File: src/rtl/mips_instr_encoder.sv
// mips_instr_encoder
// Packs R-type / lw / sw / beq instruction fields into 32-bit MIPS words and
// writes them sequentially into instruction memory. Used to preload test
// programs before the processor runs.
//
// Ports:
//   clk, rst_n        clock, asynchronous active-low reset
//   clear             synchronous restart of pointer, count and err_full
//   in_valid/in_ready request handshake
//   in_kind           00 R-type, 01 lw, 10 sw, 11 beq
//   in_rs .. in_imm   instruction fields
//   mem_we/mem_ack    write strobe, held until acknowledged
//   mem_addr          BASE_ADDR + ptr (wraps modulo 2^ADDR_W)
//   mem_wdata         encoded instruction
//   count, full       words written since reset/clear, count == MAX_WORDS
//   err_full          sticky: request seen while full
module mips_instr_encoder #(
   parameter int unsigned ADDR_W    = 8,
   parameter int unsigned BASE_ADDR = 0,
   parameter int unsigned MAX_WORDS = 256
) (
   input  logic              clk,
   input  logic              rst_n,
   input  logic              clear,
   input  logic              in_valid,
   output logic              in_ready,
   input  logic [1:0]        in_kind,
   input  logic [4:0]        in_rs,
   input  logic [4:0]        in_rt,
   input  logic [4:0]        in_rd,
   input  logic [4:0]        in_shamt,
   input  logic [5:0]        in_funct,
   input  logic [15:0]       in_imm,
   output logic              mem_we,
   output logic [ADDR_W-1:0] mem_addr,
   output logic [31:0]       mem_wdata,
   input  logic              mem_ack,
   output logic [ADDR_W:0]   count,
   output logic              full,
   output logic              err_full
);

   localparam logic [ADDR_W-1:0] BASE    = ADDR_W'(BASE_ADDR);
   localparam logic [ADDR_W:0]   MAX_CNT = (ADDR_W+1)'(MAX_WORDS);
   localparam logic [ADDR_W-1:0] PTR_ONE = {{(ADDR_W-1){1'b0}}, 1'b1};
   localparam logic [ADDR_W:0]   CNT_ONE = {{ADDR_W{1'b0}}, 1'b1};

   typedef enum logic {IDLE, WRITE} state_t;

   state_t            state, state_nxt;
   logic [ADDR_W-1:0] ptr;
   logic              clr_pend;
   logic [31:0]       enc;
   logic              accept;
   logic              done;

   always_comb begin
      enc = '0;
      case (in_kind)
         2'b00:   enc = {6'b000000, in_rs, in_rt, in_rd, in_shamt, in_funct};
         2'b01:   enc = {6'b100011, in_rs, in_rt, in_imm};
         2'b10:   enc = {6'b101011, in_rs, in_rt, in_imm};
         default: enc = {6'b000100, in_rs, in_rt, in_imm};
      endcase
   end

   assign full     = (count == MAX_CNT);
   assign mem_addr = BASE + ptr;

   always_ff @(posedge clk or negedge rst_n) begin
      if (!rst_n) state <= IDLE;
      else        state <= state_nxt;
   end

   always_comb begin
      state_nxt = state;
      in_ready  = 1'b0;
      mem_we    = 1'b0;
      case (state)
         IDLE: begin
            in_ready = !full && !clear;
            if (in_valid && !full && !clear) state_nxt = WRITE;
         end
         WRITE: begin
            mem_we = 1'b1;
            if (mem_ack) state_nxt = IDLE;
         end
         default: state_nxt = IDLE;
      endcase
   end

   assign accept = (state == IDLE) && in_valid && in_ready;
   assign done   = (state == WRITE) && mem_ack;

   always_ff @(posedge clk or negedge rst_n) begin
      if (!rst_n) begin
         ptr       <= '0;
         count     <= '0;
         err_full  <= 1'b0;
         clr_pend  <= 1'b0;
         mem_wdata <= '0;
      end else begin
         if (accept) mem_wdata <= enc;
         if (in_valid && full) err_full <= 1'b1;
         if (state == IDLE && clear) begin
            ptr      <= '0;
            count    <= '0;
            err_full <= 1'b0;
         end
         // A clear during WRITE is deferred so the in-flight word still lands;
         // it then takes effect at the ack edge instead of the increment.
         if (state == WRITE && clear) clr_pend <= 1'b1;
         if (done) begin
            clr_pend <= 1'b0;
            if (clr_pend || clear) begin
               ptr      <= '0;
               count    <= '0;
               err_full <= 1'b0;
            end else begin
               ptr   <= ptr + PTR_ONE;
               count <= count + CNT_ONE;
            end
         end
      end
   end

endmodule
File: config.mk
export PLATFORM = sky130hd
export DESIGN_NAME = mips_instr_encoder
export DESIGN_NICKNAME = d
export VERILOG_FILES = /design/src/rtl/mips_instr_encoder.sv
export SDC_FILE = /design/constraint.sdc
export NUM_CORES = 1
export LEC_CHECK = 0
export ABC_AREA = 0
export ABC_CLOCK_PERIOD_IN_PS = 1800
export CORE_UTILIZATION = 39
export CTS_CLUSTER_DIAMETER = 40
export DETAILED_ROUTE_END_ITERATION = 16
export GPL_ROUTABILITY_DRIVEN = 1
export PLACE_DENSITY = 0.74
export SKIP_LAST_GASP = 1
export SYNTH_ARGS = -nofsm -noshare
export SYNTH_HDL_FRONTEND = slang
export SYNTH_SLANG_ARGS = --single-unit
File: constraint.sdc
create_clock -name clk -period 1.8 [get_ports clk]
set_clock_uncertainty 0.05 [all_clocks]
set_input_delay 0.36 -clock clk [delete_from_list [all_inputs] [get_ports clk]]
set_output_delay 0.36 -clock clk [all_outputs]
set_load 0.02 [all_outputs]
== Word level (Yosys, flattened, before mapping) ==
Index checks and enable logic that the tools add are counted.
Widths: inputs -> output; s select.
Word-level totals
  logic and storage cells: 45
  register bits after elaboration: 52
  bits of input ports: 49
  output and inout bits: 53
Operators by class
  bitwise logic cells: 1
  mux-type cells: 18
  reductions and logical operators: 15
  $add $sub $neg: 2
  equal/unequal tests: 3
Operators with widths (count)
  $pmux 32 s3: 1
  $mux 9: 3
  $mux 8: 3
  $mux 1: 10
  $add 9x1->9 const B: 1
  $eq 9x9->1 const B: 1
  $logic_and 1x1->1: 9
  $add 8x1->8 const B: 1
  $reduce_bool 2->1: 2
  $eq 2x1->1 const B: 1
  $eq 2x2->1 const B: 1
  $logic_not 1->1: 2
  $logic_not 2->1: 1
  $pmux 1 s2: 1
  $logic_or 1x1->1: 1
  $not 1->1: 1

== Logic depth before layout (Yosys ltp) ==
Gate-level depths: netlist (run 1).
  word-level depth: 6
  mapped depth: 7
  mapped depth without buffers: 5

== Least setup slack after synthesis (run 1) ==
Ideal clock, no wire load.
  path type: reg2reg
  start point: register count[0]
  end point: register mem_wdata[10]
  path buffers: 1
  setup slack: -262 ps
  stages on the path, launching flop included: 7
  data required time: 1625 ps
  data arrival time: 1887 ps
  clock period less this slack: 2062 ps
  library setup time: 125 ps
  path through: dfrtp_1 -> inv_1 -> ha_1 -> nor4b_2 -> a2111oi_4 -> buf_6 -> mux2_4
Between the ends
  longest elaborated chain between the ends: 5
Ends and longest elaborated chain
  start: declaration: RTL line 38  | output logic [ADDR_W:0] count,
  start signal: assignment: RTL line 121  | count <= count + CNT_ONE;
  $eq 9x9->1: RTL line 67  | assign full = (count == MAX_CNT);
  $logic_not 1->1: RTL line 81  | in_ready = !full && !clear;
  $logic_and 1x1->1: RTL line 81
  $mux 1: RTL line 79  | case (state)
  $logic_and 1x1->1: RTL line 92  | assign accept = (state == IDLE) && in_valid && in_ready;
  end signal: assignment: RTL line 103  | if (accept) mem_wdata <= enc;
  end: declaration: RTL line 36  | output logic [31:0] mem_wdata,
No other way between the ends.
A chain may end at the register's enable or synchronous reset.

== Worst setup path after layout (run 1) ==
  start point: input port in_kind[1]
  end point: register mem_wdata[2]
Between the ends
  longest elaborated chain between the ends: 2
  elaborated cells between the ends (all ways): 4
  classes of those cells: eq/ne (2); mux (1); reduce/logical (1)
Ends and longest elaborated chain
  start: declaration: RTL line 27  | input logic [1:0] in_kind,
  $eq 2x2->1 (tied with other cells): RTL line 59  | case (in_kind)
  $pmux 32 s3 *: RTL line 59
Every way passes the cells marked *; elsewhere a longest branch is shown, timed or not.

==> results of run 1 <==
-- sequential cells by signal (all words and copies together) (netlist names) --
| name | cells |
|---|---|
| err_full | 1 |
| clr_pend | 1 |
| count | 9 |
| ptr | 8 |
| mem_wdata | 29 |
| state | 1 |
-- kinds of logic after synthesis --
group	Yosys count	synth area share
DFF	49	0.476
other	1	0.00146
AOI/OAI and AO/OA	43	0.127
and+or+nand+nor	51	0.119
muxes	32	0.181
adders and majority gates	8	0.0389
buffers and inverters	28	0.0564
-- through the flow --
stage / total power, mW / setup TNS (ps)
floorplan: 1.98 / -1670
global placement: 2.52 / -16880
detailed placement: 2.55 / -17860
CTS: 3.20 / -5180
global route: 3.33 / -6760
finish: 3.17 / -4920
-- worst paths after layout --
path,endpoint,slack (ps),cells past startpoint
max,mem_wdata[2]$_DFFE_PN0P_,-180,7
min,mem_wdata[16]$_DFFE_PN0P_,470,1
max reg2reg,mem_wdata[24]$_DFFE_PN0P_,-170,7
min reg2reg,mem_wdata[16]$_DFFE_PN0P_,470,1
max in group asynchronous,mem_wdata[7]$_DFFE_PN0P_,670,3
min in group asynchronous,ptr[6]$_DFFE_PN0P_,510,2
-- cell usage in the layout, fill, tap and decap left out, drive strengths merged, types with 2 or more instances in the layout --
cell           instances
a21oi                  8
a22o                  18
buf                   30
clkbuf                 7
clkdlybuf4s50         79
dfrtp                 49
dlygate4sd2           10
dlymetal6s2s           8
ha                     8
inv                   13
mux2                  29
mux2i                  3
nand2                 13
nand3                 11
nand4                  3
nor2                   4
nor3                   2
nor4b                  2
o211ai                 6
o21ai                  7
or3                    4
or4                    5
-- Yosys cell counts, drive strengths merged --
| cell type | n |
|---|---|
| nand2 | 13 |
| o211ai | 6 |
| a2bb2oi | 1 |
| and3 | 1 |
| ha | 8 |
| nand4 | 3 |
| nand3 | 11 |
| or3 | 4 |
| buf | 11 |
| mux2i | 3 |
| nand3b | 1 |
| a22o | 18 |
| nand4bb | 1 |
| inv | 13 |
| a2111oi | 1 |
| o21ai | 7 |
| mux2 | 29 |
| clkbuf | 4 |
| a21oi | 8 |
| nor4 | 1 |
| a31oi | 1 |
| nor2 | 4 |
| conb | 1 |
| a21o | 1 |
| nor4bb | 1 |
| nor2b | 1 |
| nor3 | 2 |
| dfrtp | 49 |
| and2 | 1 |
| nor4b | 2 |
| or4 | 5 |
-- power by group through the flow --
stage	logic (mW)	clock network (mW)	registers, mW
global route	1.22	0.712	1.40
detailed placement	1.16	0	1.39
finish	1.15	0.638	1.38
floorplan	0.410	0	1.57
CTS	1.16	0.660	1.38
global placement	1.13	0	1.39
-- layout make-up --
cell class / count / share of cell area
clock buffers: 7 / 0.0193
clock inverters: 1 / 0.00190
inverters: 13 / 0.0123
multi-input cells: 135 / 0.314
flip-flops and latches: 49 / 0.311
well taps: 77 / 0.0244
repair buffers: 128 / 0.317
-- worst register-to-register path: stages (launching register included) --
cell	delay, ps
dfrtp_2	380
inv_2	50
ha_4	140
nor4b_4	120
buf_4	150
a2111oi_4	340
buf_12	290
mux2_4	350
-- timing repair --
item / in CTS / in global routing
hold endpoints to repair: 19 / 0
resized for setup: 25 / 10
setup buffers: 0 / 2
hold buffers: 1 / 0
endpoints found under the setup margin: 40 / 41
cloned: 1 / 0
pin swaps: 0 / 0
-- per-layer routing --
| layer | wire length (um) | up-vias | track usage |
|---|---|---|---|
| met5 | 0 | - | 0 |
| met4 | 112 | 0 | 0.0627 |
| met3 | 338 | 11 | 0.0427 |
| met2 | 2920 | 73 | 0.297 |
| met1 | 2670 | 985 | 0.242 |
| li1 | - | 1003 | - |
==> run summary, run 1 <==
The count of mapped cells out of synthesis came out at 212. Counting I/O delays and the setup requirement, the final critical path takes 1980 ps. The final count of negative-setup-slack endpoints is 31. The internal portion of the total power is 2.21 mW. The core area came out at 0.00635 sq mm. The pre-CTS setup slack came out at -637 ps. The worst setup path is launched from an input port. The startpoint identified for the worst hold timing path is mem_wdata[16]$_DFFE_PN0P_. The number of sinks driven by the clock tree is 49. The overall track demand over capacity in global routing came out at 0.184.

The combinational share of power is 0.364. The number of DRC violations after detailed-routing iteration 0 came out at 73. The net switching power figure is 0.953 mW.

The clock edge transition at the registers on the reported setup and hold paths is 90 ps. The floorplan step defined a die boundary enclosing 0.00693 sq mm. The startpoint identified for the worst register-to-register timing path is count[1]$_DFFE_PN0P_. The switching part of the total power came out at 0.301. The synthesized netlist occupies a cell area of 0.00257 sq mm.

The critical path goes through clkdlybuf4s50_1 -> inv_1 -> ha_1 -> or3_4 -> buf_2 -> a22o_1 -> mux2_4. The achievable clock frequency is 506 MHz. After detailed routing, the number of remaining DRC violations is 0. The die width came out at 83.2 um.

The netlist uses 35 different library cells. The largest net degree at the start of global routing came out at 31. The detailed placement HPWL came out at 4.40 mm.

The average wire per standard cell is 14.7 um. The site row count is 29. The slowest library cell on the worst path is clkdlybuf4s50_1. The standard cell area after detailed placement is 0.00380 sq mm. Broken down by cell family, the worst path's largest delay share belongs to buffers and inverters. The count of non-filler cells in the finished layout came out at 410. The clock latency reported for the late side of the worst-skew pair came out at 300 ps. The worst path arrival time is 2120 ps. The share of the core filled with cells came out at 0.623. The net total in the final layout came out at 389. The mean cell area of the mapped netlist came out at 12.1 sq um. The number of clock buffers inserted by TritonCTS came out at 5. The setup path with the least slack is of type in2reg. The final hold slack came out at 468 ps. The first-pass GRT wire length came out at 10.2 mm.

The worst pin sits at a relative slew slack of 0.595. The count of pins over their slew limit came out at 0. The count of filler cells inserted in the layout is 520.

The slew at the pin with the worst max-slew slack is 605 ps. The initial antenna violation count is 0. STA classifies the critical path endpoint as a flip-flop.

The die is 83.2 um tall. The synthesized net count came out at 269. Counting along the longest clock path gives a buffer depth of 2.

The critical-path maximum fanout came out at 8. The worst endpoint required time is 1940 ps. The synthesis-stage register bit count is 49. The signed area change from the synthesized netlist to the final layout is 53.7%. The count of input and output buffers is 100.

Across the VDD grid, the largest voltage drop is 396 uV. The part of the power in the clock network came out at 0.201. The H-tree generated during clock tree synthesis spans 2 levels.

The run finished, with violations left. The analysis attributes to cell leakage a power of 1.93 nW. The number of warning messages in the yosys log came out at 0. The placer's final routability congestion estimate is 0.839. The final standard cell area without fillers is 0.00396 sq mm. The remaining global-route overflow is 0. The final antenna diode count came out at 0. Max-cap violations in this run came to 0.

The multi-input logic area came out at 0.00124 sq mm. Setup repair after global routing could not meet its margin everywhere. Once routing completed, OpenROAD measured the worst setup slack at -175 ps. The number of placed I/O pins came out at 102. The worst hold path belongs to the class reg2reg. The critical path contains buffers and inverters numbering 3 combined. The overall via count from detail_route is 2,072. The share of total power in sequential cells came out at 0.434. The ratio of cells with drive above 1 in the final layout came out at 0.240. The number of placed instances, taps included, is 398. The period utilization is 1.10. The most critical setup path has its startpoint at in_kind[1]. The share of synthesized area in the top cell type comes to 0.476. TritonCTS built the clock tree. The average via count per standard cell is 5.05.

The final hold violation count was 0. The via count of the first global-routing pass came out at 2,038. The flip-flop and latch area is 0.00123 sq mm. Of all cell types, the one taking the most synthesized area is dfrtp_1. Sorting the synthesized cells by area gives the leading types as dfrtp_1, mux2_4, a22o_1. The register area share after synthesis came out at 0.476.

The remaining number of nets flagged by the antenna check after routing came out at 0. The power density relative to cell area came out at 800 mW/mm^2. The root buffer cell is clkbuf_8. The number of optimization iterations in the first detailed-route pass is 4. The sum of routed wire length over all layers came out at 6.05 mm. The final reports fail on negative setup slack. For this configuration, the core starts out at a cell density of 0.405. The critical path's largest stage delay came out at 530 ps.
No activity file was read; power rests on OpenSTA's default activity.
==> run 2, diff against run 1 <==
ABC_CLOCK_PERIOD_IN_PS = 2400   (was 1800)
CORE_UTILIZATION = 45   (was 39)
GPL_TIMING_DRIVEN = 0   (was not set)
PLACE_DENSITY = 0.81   (was 0.74)
clock period = 2.4 ns   (was 1.8 ns; I/O delays follow)
==> run 2 against run 1 <==
The flow now finishes without violations. First-iteration DRC count rose by 34%. Wire length fell by 4.9%. Sequential share of layout area rose by 1.0 points. Sequential cell count did not move. Sequential power fell by 25%. Non-clock buffer count fell by 11. Register-to-register slack improved by 350 ps. Via count fell by 0.53%. Clock power fell by 3%. Worst hold slack got worse by 9.2 ps. Critical path type unchanged. Critical endpoint is now mem_wdata[5]$_DFFE_PN0P_.
==> run summary, run 2 (same netlist as run 1, synthesis figures left out) <==
Based on the critical path, the design can be clocked at up to 430 MHz. The average via count per standard cell is 5.23 (+3.5%). The final standard cell area without fillers is 0.00382 sq mm (-3.4%). The first-pass GRT wire length is 9.73 mm (-4.7%). The average wire per standard cell is 14.6 um (-1.0%). The clock period minus worst slack is 2330 ps.

Setup repair after global routing left no endpoint under its margin. The ratio of cells with drive above 1 in the final layout came to 0.180 (-0.0601). The part of the power in the clock network was 0.248 (+0.047). The site row count is 27 (-6.9%). The core area came to 0.00551 sq mm (-13%).

The headroom to the max-slew limit came out at 0.496 (-0.0993). The net total in the final layout is 378 (-2.8%). In the final layout, the registers with the most flip-flops are mem_wdata: 29 flops, count: 9 flops, ptr: 8 flops.

TritonCTS built the clock tree. The final hold violation count is 0 (unchanged). The maximum root-to-sink buffer count is 2 (unchanged). The share of total power in sequential cells came to 0.409 (-0.025). The worst endpoint required time is 2540 ps (+600 ps). The static power due to leakage is 1.68 nW (-13%). The post-detailed-route DRC marker count is 0 (unchanged). The number of sinks driven by the clock tree came out at 49 (unchanged). The number of flip-flops under the largest register name is 29 (unchanged). The power density relative to cell area came to 656 mW/mm^2 (-18%). In the finished design, the share of the clock period the worst path needs comes to 0.969. The critical-path maximum fanout came out at 10 (+2).

The number of placed I/O pins is 102 (unchanged). The slowest stage of the critical path belongs to the cell clkdlybuf4s50_1. The worst setup path is launched from an input port.

The standard cell area after detailed placement is 0.00368 sq mm (-3.2%). The die span in y came out at 77.6 um (-6.7%). The number of clock buffers inserted by TritonCTS was 5 (unchanged). The root buffer cell is clkbuf_8. The pre-CTS setup slack came out at -294 ps (+343 ps). The switching part of the total power came out at 0.287 (-0.0141).

The via count of the first global-routing pass is 2,130 (+4.5%). The global-route track usage on met1 came out at 0.234 (-0.00855). Leaving out fill and tap cells, the most frequent cell in the layout is clkdlybuf4s50_1. The clock edge transition at the registers on the reported setup and hold paths came out at 90 ps (about the same). The run finished with clean final reports. The H-tree depth is 2 (unchanged).

The signed area change from the synthesized netlist to the final layout is 48.4%. The largest net degree at the start of global routing was 40 (+29%). The detailed placement HPWL was 4.34 mm (-1.4%). The final count of negative-setup-slack endpoints is 0 (-100%). The starting density of the core came to 0.467 (+0.0621).

The final sum of negative setup slack was 0 ps (+4920 ps). The combinational share of power came out at 0.343 (-0.021). The reported max-cap violation count came to 0 (unchanged). The overall via count from detail_route was 2,061 (-0.53%). The routing usage on met3 came out at 0.0635 (+0.0208). The peak supply drop is 330 uV (-17%). The slack of the worst reg-to-reg path came out at 180 ps (+350 ps). Walking the worst path, the cells encountered are clkdlybuf4s50_1 -> inv_1 -> ha_1 -> or3_1 -> clkbuf_4 -> a22o_1 -> mux2_4. Counting flops per register, the top entry is mem_wdata. The global routing met2 resource utilization came out at 0.365 (+0.0682). The die width is 77.6 um (-6.7%). The worst setup margin came to 73.5 ps (+249 ps). The count of input and output buffers came out at 100 (unchanged). The clock latency reported for the late side of the worst-skew pair was 300 ps (about the same). The overall power of the completed layout came out at 2.51 mW (-21%). The remaining global-route overflow is 0 (unchanged). The number of DRC violations after detailed-routing iteration 0 is 98 (+34%). The sum of routed wire length over all layers came out at 5.75 mm (-4.9%).

The net switching power figure came to 0.719 mW (-25%). The remaining number of nets flagged by the antenna check after routing is 0 (unchanged). The initial antenna violation count is 0 (unchanged). The overall track demand over capacity in global routing came to 0.205 (+0.0211).

The internal power came out at 1.79 mW (-19%). The slew at the pin with the worst max-slew slack came out at 735 ps (+131 ps). The die area came out at 0.00603 sq mm (-13%).

The count of pins over their slew limit is 0 (unchanged). The placer's final routability congestion estimate came out at 0.838 (about the same). The final antenna diode count is 0 (unchanged). The critical path's largest stage delay is 510 ps (-20 ps). The worst hold path belongs to the class reg2reg.

met2 is the most crowded layer. The setup path with the least slack is of type in2reg. The worst path arrival time is 2470 ps (+350 ps).

In the layout the commonest cells are clkdlybuf4s50_1, dfrtp_1, mux2_4, a22o_1. STA classifies the critical path endpoint as a flip-flop. The number of optimization iterations in the first detailed-route pass is 4 (unchanged).
[run 2: repair_timing]
item,4_1_cts,5_1_grt
hold buffers,1,0
setup buffers,1,0
endpoints found under the hold margin,10,0
pin swaps,1,0
setup endpoints to repair,2,11
gates resized for setup,4,4
[run 2: critical path: cells and delay by family]
family | cells | cell delay [ps]
buffers and inverters | 3 | 840
AND/OR/NAND/NOR | 1 | 500
multiplexers | 1 | 260
AO/OA/AOI/OAI | 1 | 200
adder cells (fa/ha/maj) | 1 | 190
[run 2: final cells by class]
| class | instances | area, sq um |
|---|---|---|
| tap | 72 | 90.1 |
| multi-input combinational | 135 | 1210 |
| buffer | 14 | 95.1 |
| clock buffer | 6 | 82.6 |
| timing repair buffer | 103 | 1030 |
| inverter | 13 | 48.8 |
| sequential | 49 | 1230 |
| clock inverter | 2 | 37.5 |
| fill | 426 | 1690 |
[run 2: power groups by stage]
stage	clock network (mW)	registers, mW	logic (mW)
after floorplan	0	1.18	0.304
after global placement	0	1.04	0.846
after detailed placement	0	1.04	0.865
after CTS	0.638	1.03	0.870
after global routing	0.666	1.04	0.913
final	0.620	1.03	0.860
[run 2: routing by layer]
metal,vias up,share of wire
li1,982,-
met5,-,0
met1,1002,0.41
met2,72,0.52
met3,5,0.066
met4,0,0.0097
[run 2: path summary, 6_finish.rpt]
kind / endpoint / cells past startpoint / from
hold / removal: err_full$_DFF_PN0_ / 2 / err_full$_DFF_PN0_
hold reg to reg: err_full$_DFF_PN0_ / 2 / err_full$_DFF_PN0_
setup / recovery: mem_wdata[5]$_DFFE_PN0P_ / 7 / in_kind[0]
max in group asynchronous: count[2]$_DFFE_PN0P_ / 3 / rst_n
min in group asynchronous: ptr[6]$_DFFE_PN0P_ / 2 / rst_n
setup reg to reg: mem_wdata[21]$_DFFE_PN0P_ / 7 / count[0]$_DFFE_PN0P_
[run 2: per-stage QoR]
step	util	cells	hold slack [ps]
3_3_place_gp	0.666	384	437
6_report	0.694	394	458
2_1_floorplan	-	212	134
5_1_grt	0.694	394	486
4_1_cts	0.695	395	467
3_5_place_dp	0.668	385	326
==> run 3, diff against run 2 <==
SLEW_MARGIN = 10   (was not set)
==> run 3 against run 2 <==
Design area shrank 0.26%. Die area unchanged. Non-clock buffer count shrank 1. Core utilization fell by 0.18 points. Sequential power about the same. Combinational power hardly changed. Global-route usage fell by 0.33 points. First-iteration DRC count decreased by 9.2%. Via count grew 0.44%. Sequential cell count unchanged. Critical path type unchanged. Largest power group unchanged.
==> run summary, run 3 (same netlist as run 1, synthesis figures left out) <==
The remaining number of nets flagged by the antenna check after routing is 0 (unchanged). Relative to the synthesized area, the layout overhead comes to 48.0%. The critical path's largest stage delay is 500 ps (about the same). The number of DRC violations after detailed-routing iteration 0 came out at 89 (-9.2%). The placer's final routability congestion estimate is 0.838 (unchanged). The slowest stage of the critical path belongs to the cell clkdlybuf4s50_1. The die span in y came out at 77.6 um (unchanged). The depth of the worst register-to-register path came out at 7 (unchanged).

The count of filler cells inserted in the layout is 419 (-1.6%). The type of the setup path with the least slack is in2reg. The final antenna diode count was 0 (unchanged). The number of sinks driven by the clock tree came out at 49 (unchanged).

The starting density of the core is 0.467 (unchanged). The global routing met2 resource utilization came to 0.365 (-0.000885). The overall via count from detail_route is 2,070 (+0.44%). The flow ran to the end, and the final reports show no timing, DRC or antenna violations. The headroom to the max-slew limit came out at 0.488 (-0.00804). The worst setup path is captured at a flip-flop. The peak supply drop is 318 uV (-3.7%). The overall track demand over capacity in global routing is 0.202 (-0.00330). The standard cell area after detailed placement came out at 0.00368 sq mm (unchanged). Setup repair after global routing left no endpoint under its margin.

The number of hold buffers added after cts is 0 (-1). The achievable clock frequency came to 434 MHz (+0.92%). The count of buffering cells on the critical path with inverters included came to 3 (unchanged).

The global-route track usage on met1 came to 0.235 (+0.00151). In this run the most used layer during global routing was met2. The die width was 77.6 um (unchanged). The top cell types in the final layout, fill and taps aside, are clkdlybuf4s50_1, dfrtp_1, mux2_4, a22o_1. The average wire per standard cell came out at 14.6 um (+0.38%).

In the final layout, the registers with the most flip-flops are mem_wdata: 29 flops, count: 9 flops, ptr: 8 flops. The maximum root-to-sink buffer count was 2 (unchanged). The sum of routed wire length over all layers was 5.76 mm (+0.12%). The final standard cell area without fillers came out at 0.00381 sq mm (-0.26%). The net total in the final layout came out at 377 (-0.26%). The remaining global-route overflow is 0 (unchanged).

The period utilization is 0.961 (-0.00886). The average via count per standard cell came out at 5.27 (+0.69%). In this run the critical register-to-register path is launched from count[0]$_DFFE_PN0P_.

The post-detailed-route DRC marker count is 0 (unchanged). The count of pins over their slew limit was 0 (unchanged). The via count of the first global-routing pass was 2,111 (-0.89%).

The detailed placement HPWL is 4.32 mm (-0.49%). The core area is 0.00551 sq mm (unchanged). The site row count came out at 27 (unchanged).

The final count of negative-setup-slack endpoints is 0 (unchanged). More flip-flops sit in one register than any other, and that register is mem_wdata. The worst setup margin is 94.7 ps (+21.3 ps).

The initial antenna violation count came to 0 (unchanged). The pre-CTS setup slack came out at -292 ps (+1.96 ps). The clock period minus worst slack is 2310 ps (-21.3 ps). The tree is rooted in a clkbuf_8.

The final hold violation count came out at 0 (unchanged). The worst endpoint required time was 2540 ps (about the same). The die area came out at 0.00603 sq mm (unchanged). The reported max-cap violation count came out at 0 (unchanged). The share of the core filled with cells is 0.692 (-0.00182).

The number of clock buffers inserted by TritonCTS is 5 (unchanged). The final sum of negative setup slack came out at 0 ps (unchanged). The largest net degree at the start of global routing is 38 (-5.0%). The library cell used most frequently in the layout, excluding fill and tap cells, is clkdlybuf4s50_1.

The worst setup path is launched from an input port. The clock edge transition at the registers on the reported setup and hold paths is 90 ps (about the same). The critical path goes through clkdlybuf4s50_1 -> inv_1 -> ha_1 -> or3_1 -> clkbuf_4 -> a22o_1 -> mux2_4.

The static power due to leakage is 1.68 nW (-0.25%). The H-tree depth is 2 (unchanged). Broken down by cell family, the worst path's largest delay share belongs to buffers and inverters. The count of input and output buffers is 100 (unchanged).

The slew at the pin with the worst max-slew slack is 747 ps (+11.7 ps). The worst path arrival time came out at 2440 ps (-30 ps). The number of flip-flops under the largest register name is 29 (unchanged).

In this run the worst hold path is classified as in2async. TritonCTS built the clock tree. The ratio of cells with drive above 1 in the final layout is 0.181 (+0.000561).

The first-pass GRT wire length is 9.66 mm (-0.71%). The number of optimization iterations in the first detailed-route pass was 4 (unchanged). The routing usage on met3 came out at 0.0565 (-0.00706).

The reg-to-reg critical path endpoint is mem_wdata[12]$_DFFE_PN0P_. The number of placed I/O pins came out at 102 (unchanged). The critical-path maximum fanout came out at 10 (unchanged). The power density relative to cell area came out at 657 mW/mm^2 (+0.12%).

The clock latency reported for the late side of the worst-skew pair came to 300 ps (about the same). The slack of the worst reg-to-reg path is 180 ps (about the same). The overall power of the completed layout came out at 2.50 mW (-0.14%).
## run 3: cell count changes in the layout (fill, tap and decap cells not counted)
cell           previous run  this run
dlygate4sd3_1             1         0
## run 3: final cells by class
type                            count  area (sq um)  area share
Clock buffer                        6          82.6      0.0217
Clock inverter                      2          37.5     0.00985
Inverter                           13          48.8      0.0128
Multi-Input combinational cell    135          1210       0.318
Sequential cell                    49          1230       0.322
Tap cell                           72          90.1      0.0236
Buffer                             14          95.1      0.0250
Timing Repair Buffer              102          1020       0.267
## run 3: power breakdown
| group | switching, mW | internal [mW] |
|---|---|---|
| registers | 0.0799 | 0.947 |
| clock network | 0.279 | 0.339 |
| logic | 0.358 | 0.500 |
## run 3: worst max path at each step
| stage | cells past startpoint | to | startpoint | slack, ps |
|---|---|---|---|---|
| after global placement | 1 | mem_wdata[7]$_DFFE_PN0P_ | rst_n | -590 |
| after global routing | 7 | mem_wdata[6]$_DFFE_PN0P_ | in_kind[0] | 20 |
| after floorplan | 5 | in_ready | count[0]$_DFFE_PN0P_ | 220 |
| after CTS | 8 | mem_wdata[15]$_DFFE_PN0P_ | in_kind[0] | 30 |
| after detailed placement | 8 | mem_wdata[15]$_DFFE_PN0P_ | in_kind[0] | -290 |
| final | 7 | mem_wdata[15]$_DFFE_PN0P_ | in_kind[0] | 90 |
## run 3: metrics by stage
step	std cells	hold WS, ps
after floorplan	212	134
after global placement	384	437
after detailed placement	385	341
after CTS	394	9.59
after global routing	393	10.1
final	393	8.30
## run 3: metal layers
metal  vias up  routed length, um
met5         -                  0
met4         0                 34
met3         4                348
met2        73               2980
li1        979                  -
met1      1014               2390
## run 3: repair_timing
action / CTS / global route
pin swaps: 1 / 0
endpoints found under the hold margin: 0 / 0
setup endpoints to repair: 2 / 11
cloned: 0 / 0
gates resized for setup: 4 / 4
setup buffers: 1 / 0
